File: config.mk
export PLATFORM = sky130hd
export DESIGN_NAME = reg_writeback_arbiter
export DESIGN_NICKNAME = d
export VERILOG_FILES = /design/src/rtl/reg_writeback_arbiter_pkg.sv /design/src/rtl/reg_writeback_arbiter_wb_fifo.sv /design/src/rtl/reg_writeback_arbiter.sv
export SDC_FILE = /design/constraint.sdc
export NUM_CORES = 1
export LEC_CHECK = 0
export CAP_MARGIN = 20
export CORE_ASPECT_RATIO = 0.5
export CORE_MARGIN = 2
export CORE_UTILIZATION = 50
export CTS_CLUSTER_DIAMETER = 100
export DETAILED_ROUTE_END_ITERATION = 10
export PLACE_DENSITY = 0.84
export SLEW_MARGIN = 15
export SYNTH_ARGS = -nofsm -noshare
export SYNTH_HDL_FRONTEND = slang
export SYNTH_SLANG_ARGS = --single-unit
File: constraint.sdc
create_clock -name clk -period 3.73 [get_ports clk]
set_input_delay 0.746 -clock clk [delete_from_list [all_inputs] [get_ports clk]]
set_output_delay 0.746 -clock clk [all_outputs]
set_load 0.1 [all_outputs]
File: src/rtl/reg_writeback_arbiter_pkg.sv
// Shared types and sizes for the register-file writeback path.
// Register indices are 5 bits wide; wb_entry_t is one buffered load/store result.
package reg_writeback_arbiter_pkg;

   localparam int unsigned XLEN      = 64;
   localparam int unsigned NREG      = 32;
   localparam int unsigned REG_IDX_W = 5;

   typedef struct packed {
      logic [REG_IDX_W-1:0] rd;
      logic [XLEN-1:0]      data;
   } wb_entry_t;

endpackage

File: src/rtl/reg_writeback_arbiter_wb_fifo.sv
// Synchronous FIFO for buffered load/store results. The head is registered storage,
// so an entry pushed this cycle can be popped at the earliest on the next cycle.
module wb_fifo #(
   parameter int unsigned Width = 8,
   parameter int unsigned Depth = 4,
   localparam int unsigned PtrW = $clog2(Depth),
   localparam int unsigned CntW = $clog2(Depth + 1)
) (
   input  logic             clk,
   input  logic             reset,
   input  logic             push,
   input  logic [Width-1:0] push_data,
   input  logic             pop,
   output logic [Width-1:0] pop_data,
   output logic             full,
   output logic             empty,
   output logic [CntW-1:0]  count
);

   logic [Width-1:0] mem_q [Depth];
   logic [PtrW-1:0]  wr_ptr_q, rd_ptr_q;
   logic [CntW-1:0]  count_q;

   // Storage carries no reset; validity is tracked by count and pointers.
   always_ff @(posedge clk) begin
      if (push) begin
         mem_q[wr_ptr_q] <= push_data;
      end
   end

   always_ff @(posedge clk) begin
      if (reset) begin
         wr_ptr_q <= '0;
         rd_ptr_q <= '0;
         count_q  <= '0;
      end else begin
         if (push) wr_ptr_q <= wr_ptr_q + PtrW'(1);
         if (pop)  rd_ptr_q <= rd_ptr_q + PtrW'(1);
         unique case ({push, pop})
            2'b10:   count_q <= count_q + CntW'(1);
            2'b01:   count_q <= count_q - CntW'(1);
            default: count_q <= count_q;
         endcase
      end
   end

   assign pop_data = mem_q[rd_ptr_q];
   assign full     = (count_q == CntW'(Depth));
   assign empty    = (count_q == '0);
   assign count    = count_q;

endmodule

File: src/rtl/reg_writeback_arbiter.sv
// Single write-port producer for the integer register file: ALU results win outright,
// buffered load/store results drain when the ALU is idle, and a busy scoreboard tracks them.
module reg_writeback_arbiter
   import reg_writeback_arbiter_pkg::*;
#(
   parameter int unsigned FIFO_DEPTH = 4,
   localparam int unsigned CntW = $clog2(FIFO_DEPTH + 1)
) (
   input  logic                 clk,
   input  logic                 reset,
   input  logic                 alu_valid,
   input  logic [REG_IDX_W-1:0] alu_rd,
   input  logic [XLEN-1:0]      alu_data,
   input  logic                 lsu_valid,
   output logic                 lsu_ready,
   input  logic [REG_IDX_W-1:0] lsu_rd,
   input  logic [XLEN-1:0]      lsu_data,
   input  logic                 issue_valid,
   input  logic [REG_IDX_W-1:0] issue_rd,
   output logic [NREG-1:0]      busy,
   output logic [CntW-1:0]      fifo_count,
   output logic                 RegWrite,
   output logic [REG_IDX_W-1:0] WriteReg,
   output logic [XLEN-1:0]      WriteData
);

   logic      fifo_push, fifo_pop, fifo_full, fifo_empty;
   wb_entry_t push_entry, head;

   logic                 reg_write_q, reg_write_d;
   logic [REG_IDX_W-1:0] write_reg_q, write_reg_d;
   logic [XLEN-1:0]      write_data_q, write_data_d;
   logic [NREG-1:0]      busy_q, busy_d;

   assign lsu_ready  = !fifo_full;
   assign fifo_push  = lsu_valid && lsu_ready;
   assign fifo_pop   = !alu_valid && !fifo_empty;
   assign push_entry = '{rd: lsu_rd, data: lsu_data};

   wb_fifo #(
      .Width ($bits(wb_entry_t)),
      .Depth (FIFO_DEPTH)
   ) u_wb_fifo (
      .clk       (clk),
      .reset     (reset),
      .push      (fifo_push),
      .push_data (push_entry),
      .pop       (fifo_pop),
      .pop_data  (head),
      .full      (fifo_full),
      .empty     (fifo_empty),
      .count     (fifo_count)
   );

   always_comb begin
      reg_write_d  = 1'b0;
      write_reg_d  = write_reg_q;
      write_data_d = write_data_q;
      if (alu_valid) begin
         reg_write_d  = (alu_rd != '0);
         write_reg_d  = alu_rd;
         write_data_d = alu_data;
      end else if (fifo_pop) begin
         reg_write_d  = (head.rd != '0);
         write_reg_d  = head.rd;
         write_data_d = head.data;
      end
   end

   // Clear before set so a same-cycle issue to the popped register keeps it busy.
   always_comb begin
      busy_d = busy_q;
      if (fifo_pop && head.rd != '0) begin
         busy_d[head.rd] = 1'b0;
      end
      if (issue_valid && issue_rd != '0) begin
         busy_d[issue_rd] = 1'b1;
      end
      busy_d[0] = 1'b0;
   end

   always_ff @(posedge clk) begin
      if (reset) begin
         reg_write_q  <= 1'b0;
         write_reg_q  <= '0;
         write_data_q <= '0;
         busy_q       <= '0;
      end else begin
         reg_write_q  <= reg_write_d;
         write_reg_q  <= write_reg_d;
         write_data_q <= write_data_d;
         busy_q       <= busy_d;
      end
   end

   assign RegWrite  = reg_write_q;
   assign WriteReg  = write_reg_q;
   assign WriteData = write_data_q;
   assign busy      = busy_q;

endmodule

## After elaboration in Yosys (flattened, before gate mapping)

Memory sizes are Yosys's and may differ from the RTL's. A register that Yosys moved wholly into a read port is not among the register bits.
Index checks and enable logic that the tools add are counted.

- RAM bits: 276
- Input port bits: 148
- Output and inout bits: 106
- Flip-flop bits (word level): 109
- Memories kept: 1

- Equality and inequality tests: 3
- Reductions and logical operators: 15
- $lt $le $gt $ge: 4
- Multiplexer cells: 17
- Add/sub/neg operators: 4
- Bitwise logic cells: 3

Memories:

| name | depth | bits a word | rd ports | clocked after Yosys merged registers in | write ports | RTL line | text |
|---|---|---|---|---|---|---|---|
| u_wb_fifo.mem_q | 4 | 69 | 1 | 1 | 1 | reg_writeback_arbiter_wb_fifo.sv:20 | `logic [Width-1:0] mem_q [Depth];` |

Operators by type and width:

| operator | count |
|---|---|
| $mux 64 | 2 |
| $mux 32 | 2 |
| $and 32x32->32 | 1 |
| $not 32->32 | 1 |
| $or 32x32->32 | 1 |
| $reduce_bool 5->1 | 3 |
| $lt 5x6->1 const B | 2 |
| $demux 1 s5 | 2 |
| $ge 5x1->1 const B | 2 |
| $mux 5 | 2 |
| $logic_and 1x1->1 | 6 |
| $mux 1 | 6 |
| $pmux 3 s2 | 1 |
| $add 2x1->2 const B | 2 |
| $mux 2 | 2 |
| $reduce_bool 2->1 | 2 |
| $add 3x1->3 const B | 1 |
| $eq 3x3->1 const B | 1 |
| $logic_not 1->1 | 3 |
| $logic_not 3->1 | 1 |
| $sub 3x1->3 const B | 1 |
| $eq 2x1->1 const B | 1 |
| $eq 2x2->1 const B | 1 |

## Depth between registers and ports, before layout

Gate-level depths: netlist of the first run.

- Depth after elaboration: 9
- Gate-level depth with buffers: 9

## By module

Synthesis of the first run repeated with hierarchy kept, for this count alone.

- Cells, all modules: 858
- Area, all modules: 14978.1 µm²

Modules (own cells, without submodules):

| module | area an instance (µm²) | cells an instance | times used |
|---|---|---|---|
| wb_fifo | 10398.7 | 408 | 1 |
| reg_writeback_arbiter | 4579.4 | 450 | 1 |

## Least setup slack after synthesis of the first run

No wires, ideal clock.

- Path type: register to register
- Start: register u_wb_fifo.count_q[0] (netlist: u_wb_fifo.count[0])
- End: memory u_wb_fifo.mem_q[0][0] (netlist bit) (enable)
- Library setup time: 0.435 ns
- Data required time: 3.295 ns
- Stages on the path, launching flop included: 3
- Arrival: 3.687 ns
- Period minus slack after synthesis: 4.122 ns
- Slack: -0.392 ns
- Path buffers: 0
- Cell sequence: dfxtp_1 -> or3b_1 -> and3_1

- Cells in the longest elaborated chain, start to end: 5

RTL lines:

| item | RTL line | text |
|---|---|---|
| start, declared | reg_writeback_arbiter_wb_fifo.sv:22 | `logic [CntW-1:0] count_q;` |
| start signal, assigned | reg_writeback_arbiter_wb_fifo.sv:40 | `2'b10: count_q <= count_q + CntW'(1);` |
| start signal, assigned | reg_writeback_arbiter_wb_fifo.sv:41 | `2'b01: count_q <= count_q - CntW'(1);` |
| start signal, assigned | reg_writeback_arbiter_wb_fifo.sv:42 | `default: count_q <= count_q;` |
| $eq 3x3->1 | reg_writeback_arbiter_wb_fifo.sv:48 | `assign full = (count_q == CntW'(Depth));` |
| $logic_not 1->1 | reg_writeback_arbiter.sv:35 | `assign lsu_ready = !fifo_full;` |
| named net lsu_ready | reg_writeback_arbiter.sv:15 | `output logic lsu_ready,` |
| $logic_and 1x1->1 | reg_writeback_arbiter.sv:36 | `assign fifo_push = lsu_valid && lsu_ready;` |
| $mux 1 | reg_writeback_arbiter_wb_fifo.sv:26 | `if (push) begin` |
| $mux 1 (not written as such) | reg_writeback_arbiter_wb_fifo.sv:27 | `mem_q[wr_ptr_q] <= push_data;` |
| end, declared | reg_writeback_arbiter_wb_fifo.sv:20 |  |

The timed path passes the listed nets, and every way through them passes these cells.

## Worst setup path in the final report of the first run

- Start: register u_wb_fifo.count_q[0] (netlist: u_wb_fifo.count[0])
- End: output lsu_ready

- Cells in the longest elaborated chain, start to end: 2

RTL lines:

| item | RTL line |
|---|---|
| $eq 3x3->1 | reg_writeback_arbiter_wb_fifo.sv:48 |
| $logic_not 1->1 | reg_writeback_arbiter.sv:35 |
| end, declared | reg_writeback_arbiter.sv:15 |

No other way between the ends.

==> results.sh, run 1 <==
export IMPL_core_area_um2=29000
export IMPL_antenna_found_initial=2
export IMPL_avgSynthCellArea_um2=15.1
export IMPL_start_util_pct=50.9
export IMPL_p_leak_nw=6.48
export IMPL_antenna_left=0
export IMPL_ys_seq_area_share_pct=71.0
export IMPL_cts_resized=0
export IMPL_critPathKind="reg2out"
export IMPL_vias=9322
export IMPL_crit_chain="or3b_1 > clkdlybuf4s50_1"
export IMPL_yosysUniqueCellTypes=36
export IMPL_row_count=44
export IMPL_grt_pass1_vias=9644
export IMPL_cp_required_ns=2.98
export IMPL_finalCriticalPeriod_ns=3.19
export IMPL_dr_wl_met3_um=2020
export IMPL_timing_rr_end="busy[25]"
export IMPL_setup_viol=0
export IMPL_finalHoldViolations=0
export IMPL_vias_per_cell=5.71
export IMPL_io_buffers=252
export IMPL_status="finished, final reports clean"
export IMPL_cts_tree="done"
export IMPL_fin_nets=1370
export IMPL_yosys_warnings=0
export IMPL_final_common_cell="edfxtp_1"
export IMPL_dp_hpwl_um=22200
export IMPL_m1WireLength_um=14100
export IMPL_drive_gt1_share_pct=11.7
export IMPL_ios=254
export IMPL_holdPathStages=2
export IMPL_die_y_um=126
export IMPL_routed_wl_um=35300
export IMPL_cts_buffer_depth=3
export IMPL_pwr_density_cell_nw_per_um2=697
export IMPL_drtIter0Drc=901
export IMPL_syn_inst=979
export IMPL_finalSetupTns_ns=0
export IMPL_clk_latency_ns=0.51
export IMPL_critPathBufInv=1
export IMPL_firstDrtPassIters=5
export IMPL_fillers=1911
export IMPL_dpl_cell_area_um2=17700
export IMPL_cp_slowest_cell="clkdlybuf4s50_1"
export IMPL_synthesis_nets=1133
export IMPL_end_kind="output port"
export IMPL_path_max_fanout=6
export IMPL_drcViolationCount=0
export IMPL_topRoutingLayerUsed="met4"
export IMPL_maxCapViolCount=0
export IMPL_gr_total_overflow=0
export IMPL_synth_seq_cells=386
export IMPL_cts_max_level=2
export IMPL_ff2ff_path_depth=4
export IMPL_hold_end="busy[24]"
export IMPL_fin_crit_sh_pct=85.5
export IMPL_root_buffer="clkbuf_16"
export IMPL_die_width_um=247
export IMPL_cpPeakStageDelay_ns=1.21
export IMPL_hold_path_class="reg2reg"
export IMPL_clock_sinks=386
export IMPL_layout_common_cells="edfxtp_1, clkdlybuf4s50_1, nand2_1, dfxtp_1, a21oi_1"
export IMPL_routed_wl_met2_um=17800
export IMPL_grt_start_max_net_pins=92
export IMPL_max_slew_margin_rel_pct=29.5
export IMPL_grtUsageTotal_pct=22.6
export IMPL_place_congestion=0.836
export IMPL_path_clk_slew_ns=0.06
export IMPL_rsz0062_at_grt="false"
export IMPL_design_area_um2=18800
export IMPL_finClkSkew_ns=0.0200
export IMPL_grt_pass1_wl_um=54100
export IMPL_ff2ff_setup_slack_ns=1.22
export IMPL_cts_buffers=35
export IMPL_cp_arrival_ns=2.44
export IMPL_syn_area_um2=14800
export IMPL_start_kind="flip-flop"
export IMPL_routedWlPerCell_um=21.6
export IMPL_max_freq_mhz=313
export IMPL_peakVddDrop_mv=0.383
export IMPL_die_area_um2=31000
export IMPL_cpLargestDelayFamily="buffers and inverters"
export IMPL_min_from="busy[24]"
export IMPL_cts_hold_fix_buffers=0
export IMPL_tightest_slew_ns=1.05
export IMPL_syn_to_final_growth_pct=27.5
export IMPL_drv_slew=0
export IMPL_cts_setup_buffers=0
[how the worst max path moves through the flow]
| stage | start | endpoint | slack (ns) | depth (start not counted) |
|---|---|---|---|---|
| 6_report | u_wb_fifo.count[0] | lsu_ready | 0.54 | 2 |
| 5_1_grt | u_wb_fifo.count[0] | lsu_ready | 0.46 | 2 |
| 4_1_cts | u_wb_fifo.count[2] | lsu_ready | 0.53 | 2 |
| 3_5_place_dp | lsu_valid | u_wb_fifo.count[2] | 0.93 | 9 |
| 3_3_place_gp | lsu_valid | u_wb_fifo.count[2] | 0.96 | 9 |
| 2_1_floorplan | u_wb_fifo.count[2] | u_wb_fifo.count[2] | 0.23 | 9 |
[per-layer routing]
metal	vias up	track usage (%)
li1	4182	-
met1	4680	29.3
met2	375	38.2
met3	85	3.93
met4	0	9.18
met5	-	0
[kinds of logic after synthesis]
logic type               synth area share [%]
XOR/XNOR                                0.296
multiplexers                             10.5
flip-flops                               71.0
AO/OA/AOI/OAI                            8.27
buffers and inverters                    3.76
AND/OR/NAND/NOR                          5.56
other                                  0.0254
adder cells (fa/ha/maj)                 0.559
[flip-flops by register name (all words and copies together) (netlist names), named ones only]
name and count:
RegWrite 1, WriteData 64, WriteReg 5, busy 31
u_wb_fifo.count 3, u_wb_fifo.mem_q 276, u_wb_fifo.rd_ptr_q 2, u_wb_fifo.wr_ptr_q 2
[through the flow]
| step | total power [W] | hold WS (ns) | std cells | utilization [%] | setup WS (ns) |
|---|---|---|---|---|---|
| after detailed placement | 0.00961 | 0.479 | 1570 | 60.9 | 0.932 |
| after floorplan | 0.00844 | 0.469 | 979 | - | 0.233 |
| after global routing | 0.0136 | 0.522 | 1634 | 64.9 | 0.463 |
| after global placement | 0.00950 | 0.467 | 1570 | 60.9 | 0.962 |
| after CTS | 0.0132 | 0.487 | 1632 | 64.9 | 0.531 |
| final | 0.0131 | 0.484 | 1634 | 64.9 | 0.540 |
[tightest hold or removal path, stage by stage, from the launching register on]
cell,delay (ns)
dfxtp_1,0.31
o21ai_0,0.07
a21oi_1,0.06
[synthesized netlist by cell type, drive strengths merged]
cell type    n  area share (%)
ha           5            0.42
and3         4            0.17
buf         23            0.79
nor2        15            0.38
and3b        1           0.059
nand2      118             3.0
nor2b       16            0.68
edfxtp     276              56
a221oi      69             4.1
nand3        2           0.068
o31ai        1           0.051
nor3         3            0.10
or4          1           0.076
nand4        1           0.042
nand4b       1           0.059
fa           1            0.14
nor3b        2            0.10
nand2b       3            0.13
a21oi       89             3.0
xor2         2            0.12
conb         1           0.025
dfxtp      110              15
inv         75             1.9
and2         1           0.042
or4b         2            0.14
or3          3            0.13
nand3b       3            0.15
xnor2        3            0.18
clkbuf      42             1.1
mux4        69              11
or3b         4            0.24
o21ai       33             1.1
[power breakdown]
group | switching [W] | internal (W) | leakage, nW
combinational | 0.00279 | 0.00133 | 2.47
sequential | 0.000303 | 0.00512 | 3.44
clock | 0.00151 | 0.00207 | 0.563
[area by class of cell]
| cell class | instances | area (µm²) | area share (%) |
|---|---|---|---|
| timing repair buffer | 265 | 2650 | 14.1 |
| tap | 391 | 489 | 2.60 |
| sequential | 386 | 10500 | 55.7 |
| clock buffer | 52 | 1070 | 5.71 |
| inverter | 75 | 282 | 1.50 |
| antenna | 2 | 5.00 | 0.0266 |
| multi-input combinational | 453 | 3750 | 19.9 |
| clock inverter | 10 | 76.3 | 0.405 |
(Power assumes the default switching activity.)
==> inputs of run 2 (changes only) <==
- SLEW_MARGIN: 15 -> not set
==> results of run 2 <==
No change in the layout: final DEF, timing and power equal those of run 1.
==> inputs of run 3 (changes only) <==
- SLEW_MARGIN: not set -> 20
==> results of run 3 <==
No change in the layout: final DEF, timing and power equal those of run 1.
